<file path="config.mk">
export PLATFORM = sky130hd
export DESIGN_NAME = spi_master
export DESIGN_NICKNAME = d
export VERILOG_FILES = /design/src/rtl/spi_master.sv
export SDC_FILE = /design/constraint.sdc
export NUM_CORES = 1
export LEC_CHECK = 0
export ABC_AREA = 1
export ABC_CLOCK_PERIOD_IN_PS = 1800
export CAP_MARGIN = 10
export CELL_PAD_IN_SITES_DETAIL_PLACEMENT = 0
export CELL_PAD_IN_SITES_GLOBAL_PLACEMENT = 2
export CORE_MARGIN = 2
export CORE_UTILIZATION = 34
export DETAILED_ROUTE_END_ITERATION = 8
export PLACE_DENSITY = 0.78
export SYNTH_ARGS = -nofsm -noshare
export SYNTH_HDL_FRONTEND = slang
export SYNTH_SLANG_ARGS = --single-unit
</file>
<file path="constraint.sdc">
create_clock -name clk -period 1.8 [get_ports clk]
set_input_delay 0.36 -clock clk [delete_from_list [all_inputs] [get_ports clk]]
set_output_delay 0.36 -clock clk [all_outputs]
set_load 0.03 [all_outputs]
</file>
<file path="src/rtl/spi_master.sv">
// Byte-level SPI mode-3 master: serialises controller bytes onto SCLK/MOSI with
// per-sensor chip select, returning each MISO byte alongside a write_ready pulse.
//
// state    | meaning
// ---------+-----------------------------------------------------------
// IDLE     | CS released, SCLK/MOSI high, waiting for write_start
// SETUP    | CS asserted, waiting CS_SETUP cycles before first SCLK fall
// SHIFT_LO | SCLK low, MOSI presents current bit
// SHIFT_HI | SCLK high, MISO captured and TX shifted on entry cycle
// DONE     | one-cycle write_ready/read_valid pulse, byte count decrements
// LOAD     | next controller byte latched into the TX shifter
// HOLD     | CS held CS_HOLD cycles after final SCLK rise
module spi_master #(
    parameter int HALF_PERIOD = 2,
    parameter int CS_SETUP    = 2,
    parameter int CS_HOLD     = 2
) (
    input  logic       clk,
    input  logic       reset,
    input  logic       sensor_select,
    input  logic       write_start,
    input  logic [7:0] write_data,
    input  logic [2:0] write_count_bytes,
    output logic       write_ready,
    output logic [7:0] read_data,
    output logic       read_valid,
    output logic       busy,
    output logic       spi_sclk,
    output logic       spi_mosi,
    input  logic       spi_miso,
    output logic [1:0] spi_cs_n
);

    typedef enum logic [2:0] {
        IDLE,
        SETUP,
        SHIFT_LO,
        SHIFT_HI,
        DONE,
        LOAD,
        HOLD
    } state_t;

    localparam logic [15:0] HP_LOAD    = 16'(HALF_PERIOD - 1);
    localparam logic [15:0] SETUP_LOAD = 16'(CS_SETUP - 1);
    localparam logic [15:0] HOLD_LOAD  = 16'(CS_HOLD - 1);

    state_t      state;
    state_t      state_next;
    logic [15:0] cnt;
    logic [15:0] cnt_next;
    logic [2:0]  bit_cnt;
    logic [2:0]  bit_next;
    logic [2:0]  remaining;
    logic [2:0]  rem_next;
    logic [7:0]  tx_shift;
    logic [7:0]  tx_next;
    logic [7:0]  rx_shift;
    logic [7:0]  rx_next;
    logic        sel;
    logic        sel_next;
    logic [1:0]  cs_next;
    logic        sclk_next;
    logic        mosi_next;
    logic        ready_next;
    logic        busy_next;
    logic [7:0]  rdata_next;

    always_comb begin
        state_next = state;
        cnt_next   = (cnt != 16'd0) ? cnt - 16'd1 : 16'd0;
        bit_next   = bit_cnt;
        rem_next   = remaining;
        tx_next    = tx_shift;
        rx_next    = rx_shift;
        sel_next   = sel;

        case (state)
            IDLE: begin
                if (write_start && (write_count_bytes != 3'd0)) begin
                    state_next = SETUP;
                    cnt_next   = SETUP_LOAD;
                    sel_next   = sensor_select;
                    rem_next   = write_count_bytes;
                    tx_next    = write_data;
                end
            end
            SETUP: begin
                if (cnt == 16'd0) begin
                    state_next = SHIFT_LO;
                    cnt_next   = HP_LOAD;
                    bit_next   = 3'd0;
                end
            end
            SHIFT_LO: begin
                if (cnt == 16'd0) begin
                    state_next = SHIFT_HI;
                    cnt_next   = HP_LOAD;
                end
            end
            SHIFT_HI: begin
                // Entry cycle: SCLK has just risen, so MISO is sampled here
                if (cnt == HP_LOAD) begin
                    rx_next = {rx_shift[6:0], spi_miso};
                    tx_next = {tx_shift[6:0], 1'b0};
                end
                if (cnt == 16'd0) begin
                    cnt_next = HP_LOAD;
                    if (bit_cnt == 3'd7) begin
                        state_next = DONE;
                    end else begin
                        state_next = SHIFT_LO;
                        bit_next   = bit_cnt + 3'd1;
                    end
                end
            end
            DONE: begin
                rem_next = remaining - 3'd1;
                if (remaining == 3'd1) begin
                    state_next = HOLD;
                    cnt_next   = HOLD_LOAD;
                end else begin
                    state_next = LOAD;
                end
            end
            LOAD: begin
                state_next = SHIFT_LO;
                cnt_next   = HP_LOAD;
                bit_next   = 3'd0;
                tx_next    = write_data;
            end
            HOLD: begin
                if (cnt == 16'd0) begin
                    state_next = IDLE;
                end
            end
            default: begin
                state_next = IDLE;
            end
        endcase

        // Outputs are registered from the next state so the pins never glitch
        cs_next    = (state_next == IDLE) ? 2'b11 : (sel_next ? 2'b01 : 2'b10);
        sclk_next  = (state_next != SHIFT_LO);
        mosi_next  = spi_mosi;
        if (state_next == SHIFT_LO) begin
            mosi_next = tx_next[7];
        end else if (state_next == IDLE) begin
            mosi_next = 1'b1;
        end
        ready_next = (state_next == DONE);
        busy_next  = (state_next != IDLE);
        rdata_next = (state_next == DONE) ? rx_next : read_data;
    end

    always_ff @(posedge clk) begin
        if (reset) begin
            state       <= IDLE;
            cnt         <= 16'd0;
            bit_cnt     <= 3'd0;
            remaining   <= 3'd0;
            tx_shift    <= 8'd0;
            rx_shift    <= 8'd0;
            sel         <= 1'b0;
            spi_cs_n    <= 2'b11;
            spi_sclk    <= 1'b1;
            spi_mosi    <= 1'b1;
            write_ready <= 1'b0;
            busy        <= 1'b0;
            read_data   <= 8'd0;
        end else begin
            state       <= state_next;
            cnt         <= cnt_next;
            bit_cnt     <= bit_next;
            remaining   <= rem_next;
            tx_shift    <= tx_next;
            rx_shift    <= rx_next;
            sel         <= sel_next;
            spi_cs_n    <= cs_next;
            spi_sclk    <= sclk_next;
            spi_mosi    <= mosi_next;
            write_ready <= ready_next;
            busy        <= busy_next;
            read_data   <= rdata_next;
        end
    end

    assign read_valid = write_ready;

endmodule
</file>
==> Implementation_results.wiki <==
{| class="wikitable"
! Metric !! Value
|-
| Critical path's slowest cell || sky130_fd_sc_hd__clkdlybuf4s50_1
|-
| Area of the placeable core || 0.008593 sq mm
|-
| Syn_nets || 374
|-
| CTS Buf Count || 5
|-
| Share of synthesized cell area in full adder, half adder and majority cells || 2.941%
|-
| H-tree depth || 2
|-
| Routed Antenna Nets || 0
|-
| Post-CTS Hold Buffers || 0
|-
| Dominant combinational cell family by area after synthesis || simple AND/OR/NAND/NOR gates
|-
| Total non-filler cell area in the finished layout || 0.003541 sq mm
|-
| Antenna cell count || 0
|-
| Iteration-0 DRC count of the detailed router || 52
|-
| Minimum period implied by the final worst setup slack || 1717 ps
|-
| Number of filler cells placed in the layout || 877
|-
| Most frequently used flop master after synthesis || sky130_fd_sc_hd__dfxtp_1
|-
| Share of synthesized area spent on multiplexers || 0%
|-
| Drc violations || 0
|-
| Pins Over Slew Limit || 0
|-
| Transition time at the pin with the least slew margin || 416.8 ps
|-
| DIE AREA || 0.009523 sq mm
|-
| Final hold violation count || 0
|-
| Unrepaired setup endpoints after global routing || false
|-
| Number of search-and-repair iterations in the first detailed-routing pass || 4
|-
| CTS clock-pin slew for the worst setup and hold paths || 90 ps
|-
| Async set-or-reset flop fraction in the synthesized netlist || 0%
|-
| Post CTS Setup Buffer Count || 0
|-
| Status || completed
|-
| Worst hold margin || 470.9 ps
|-
| Final setup vio count || 0
|-
| YS warnings || 0
|-
| Util after Layout || 41.21%
|-
| Number of instances in the synthesized netlist || 351
|-
| I/O Buffers || 30
|-
| Mean post-synth cell area || 8.484 sq um
|-
| Total number of nets in the final design || 414
|-
| Maximum number of pins on one net before global-route repair || 33
|-
| Layout cells sized above 1 || 26.79%
|-
| Number of placed cells counting well taps || 492
|-
| Root buf cell || sky130_fd_sc_hd__clkbuf_8
|-
| Die W || 97.59 um
|-
| Clock skew || 7.727 ps
|-
| Count of distinct cell types in the synthesized netlist || 40
|-
| Floorplan row count || 34
|-
| Category of the worst setup path capture point || primary output
|-
| Proportion of netlist area held by the largest area contributor || 37.65%
|-
| Clk_lat worst skew || 300 ps
|-
| Startpoint type of the worst setup path || flop
|-
| Boundary Pins || 31
|-
| Initial antenna violation count || 0
|-
| Number of global-route vias before repair || 2115
|-
| Most area-hungry cell type in the Yosys netlist || sky130_fd_sc_hd__dfxtp_1
|-
| Maximum ir drop on the vdd rail || 0.0003982 V
|-
| Worst Hold Class || flop to flop
|-
| Overflow left after global routing || 0
|-
| DR vias || 2229
|-
| Global-route wire length before repair || 9791 um
|-
| Number of cells in the finished layout apart from fillers || 500
|-
| Maximum operating frequency || 582.6 MHz
|-
| Number of buffers and inverters on the critical path || 1
|-
| Most common library cells after synthesis || sky130_fd_sc_hd__dfxtp_1, sky130_fd_sc_hd__nand2_1, sky130_fd_sc_hd__nor2_1
|-
| P_leak || 1.432 nW
|-
| Synthesized flop and latch total || 56
|-
| Gpl congestion || 0.8157
|-
| Synth Area in Compound Gates || 9.874%
|-
| Most common cell in the netlist || sky130_fd_sc_hd__dfxtp_1
|-
| Final wirelength || 5523 um
|-
| Power density of the placed cells || 1417 mW/mm^2
|-
| Chip Height || 97.59 um
|-
| Worst endpoint required time || 1440 ps
|-
| Clock tree sinks || 56
|-
| Maximum capacitance violations || 0
|-
| Cell area reported after detailed placement || 0.003438 sq mm
|-
| Gates resized, CTS repair || 0
|-
| Fraction of the cycle the final worst path needs || 95.36%
|-
| Simple-gate area share of the yosys netlist || 37.69%
|-
| Seq/Total Area, Yosys || 37.65%
|-
| Synthesis-to-finish area growth || 18.91%
|-
| Final routed wire length divided by cell count || 11.05 um
|-
| Arrival time reported for the critical path endpoint || 1360 ps
|-
| Top cell family by delay on the critical path || buffers and inverters
|-
| Drt via density || 4.458
|-
| Maximum root-to-sink buffer count || 2
|-
| Initial Utilization || 34.65%
|-
| Total negative setup slack || 0 ps
|-
| Final HPWL from detailed placement || 4083 um
|-
| Xor and xnor area share after synthesis || 4.118%
|-
| Slowest cell delay on critical path || 690 ps
|-
| Worst slew margin relative to its limit || 72.21%
|-
| EDFF count, synth || 0
|-
| Syn Std Cell Area || 0.002978 sq mm
|-
| Clock tree from TritonCTS || done
|-
| Most area-consuming cells after synthesis || sky130_fd_sc_hd__dfxtp_1, sky130_fd_sc_hd__nand2_1, sky130_fd_sc_hd__nor2_4
|-
| CP Class || flop to primary output
|-
| Critical Path Fanout Max || 2
|-
| Series of cell instances along the critical path || clkdlybuf4s50_1
|-
| Overall fraction of global-route tracks in use || 12.40%
|}
## metrics by stage
step,setup WS [ps],power (W)
after floorplan,313.5,0.003821
after global placement,-43.90,0.004325
after detailed placement,-37.46,0.004319
after CTS,57.79,0.005070
after global routing,6.531,0.005407
final,83.45,0.005016
## final cells by class
class	count	area [sq um]	share of cell area [%]
Multi-Input combinational cell	248	1639	46.29
Clock buffer	8	90.09	2.544
Inverter	37	145.1	4.099
Sequential cell	56	1121	31.66
Tap cell	108	135.1	3.816
Timing Repair Buffer	43	410.4	11.59
## where the power goes
group | total [W] | internal, W | switching, W
registers | 0.00166 | 0.00146 | 0.000199
clock network | 0.000712 | 0.000315 | 0.000397
logic | 0.00265 | 0.00102 | 0.00163
## logic make-up after synthesis
family	after synthesis
buf+inv	47
flops	56
compound gates	42
fa+ha+maj	7
xor+xnor	14
simple gates	185
## layout by cell type (no fill, tap or decap), types with 2 or more instances in the layout
| cell type | count |
|---|---|
| sky130_fd_sc_hd__a21oi_1 | 5 |
| sky130_fd_sc_hd__a21oi_2 | 10 |
| sky130_fd_sc_hd__nor2_1 | 42 |
| sky130_fd_sc_hd__nand4_1 | 9 |
| sky130_fd_sc_hd__clkbuf_1 | 2 |
| sky130_fd_sc_hd__nand2_1 | 53 |
| sky130_fd_sc_hd__clkdlybuf4s50_1 | 30 |
| sky130_fd_sc_hd__nor3_2 | 2 |
| sky130_fd_sc_hd__nor2_8 | 3 |
| sky130_fd_sc_hd__xor2_1 | 10 |
| sky130_fd_sc_hd__nor2_4 | 17 |
| sky130_fd_sc_hd__nand2_2 | 27 |
| sky130_fd_sc_hd__buf_4 | 12 |
| sky130_fd_sc_hd__inv_1 | 28 |
| sky130_fd_sc_hd__a31oi_1 | 8 |
| sky130_fd_sc_hd__o21a_1 | 8 |
| sky130_fd_sc_hd__o21ai_0 | 6 |
| sky130_fd_sc_hd__dfxtp_1 | 56 |
| sky130_fd_sc_hd__ha_1 | 7 |
| sky130_fd_sc_hd__nor2_2 | 4 |
| sky130_fd_sc_hd__nand2_4 | 6 |
| sky130_fd_sc_hd__nand3_4 | 5 |
| sky130_fd_sc_hd__clkbuf_8 | 6 |
| sky130_fd_sc_hd__xnor2_1 | 4 |
| sky130_fd_sc_hd__o21ai_2 | 2 |
| sky130_fd_sc_hd__nand3b_1 | 2 |
| sky130_fd_sc_hd__inv_2 | 7 |
| sky130_fd_sc_hd__nand3_1 | 12 |
## per-layer routing
| metal | share of wire (%) | wire length (um) | up-vias | global-route usage [%] |
|---|---|---|---|---|
| li1 | - | - | 1194 | - |
| met1 | 50 | 2767 | 1004 | 16.61 |
| met2 | 45 | 2508 | 26 | 20.00 |
| met3 | 3.2 | 174 | 5 | 2.446 |
| met4 | 1.3 | 72 | 0 | 4.167 |
| met5 | 0 | 0 | - | 0 |
## worst paths after layout
path,slack (ps),start,cells after the start,end
worst max register to register,180,cnt[0],12,spi_cs_n[0]
worst min-delay path,470,bit_cnt[2],2,bit_cnt[2]
worst min register to register,470,bit_cnt[2],2,bit_cnt[2]
worst max-delay path,80,read_data[0],1,read_data[0]
## state kept, by name, summed over array words and instances, names as in the netlist
signal,count
cnt,16
read_data,8
rx_shift,8
tx_shift,8
bit_cnt,3
remaining,3
state,3
spi_cs_n,2
busy,1
read_valid,1
sel,1
spi_mosi,1
spi_sclk,1
Note: power is estimated with default switching activity, not from simulation.
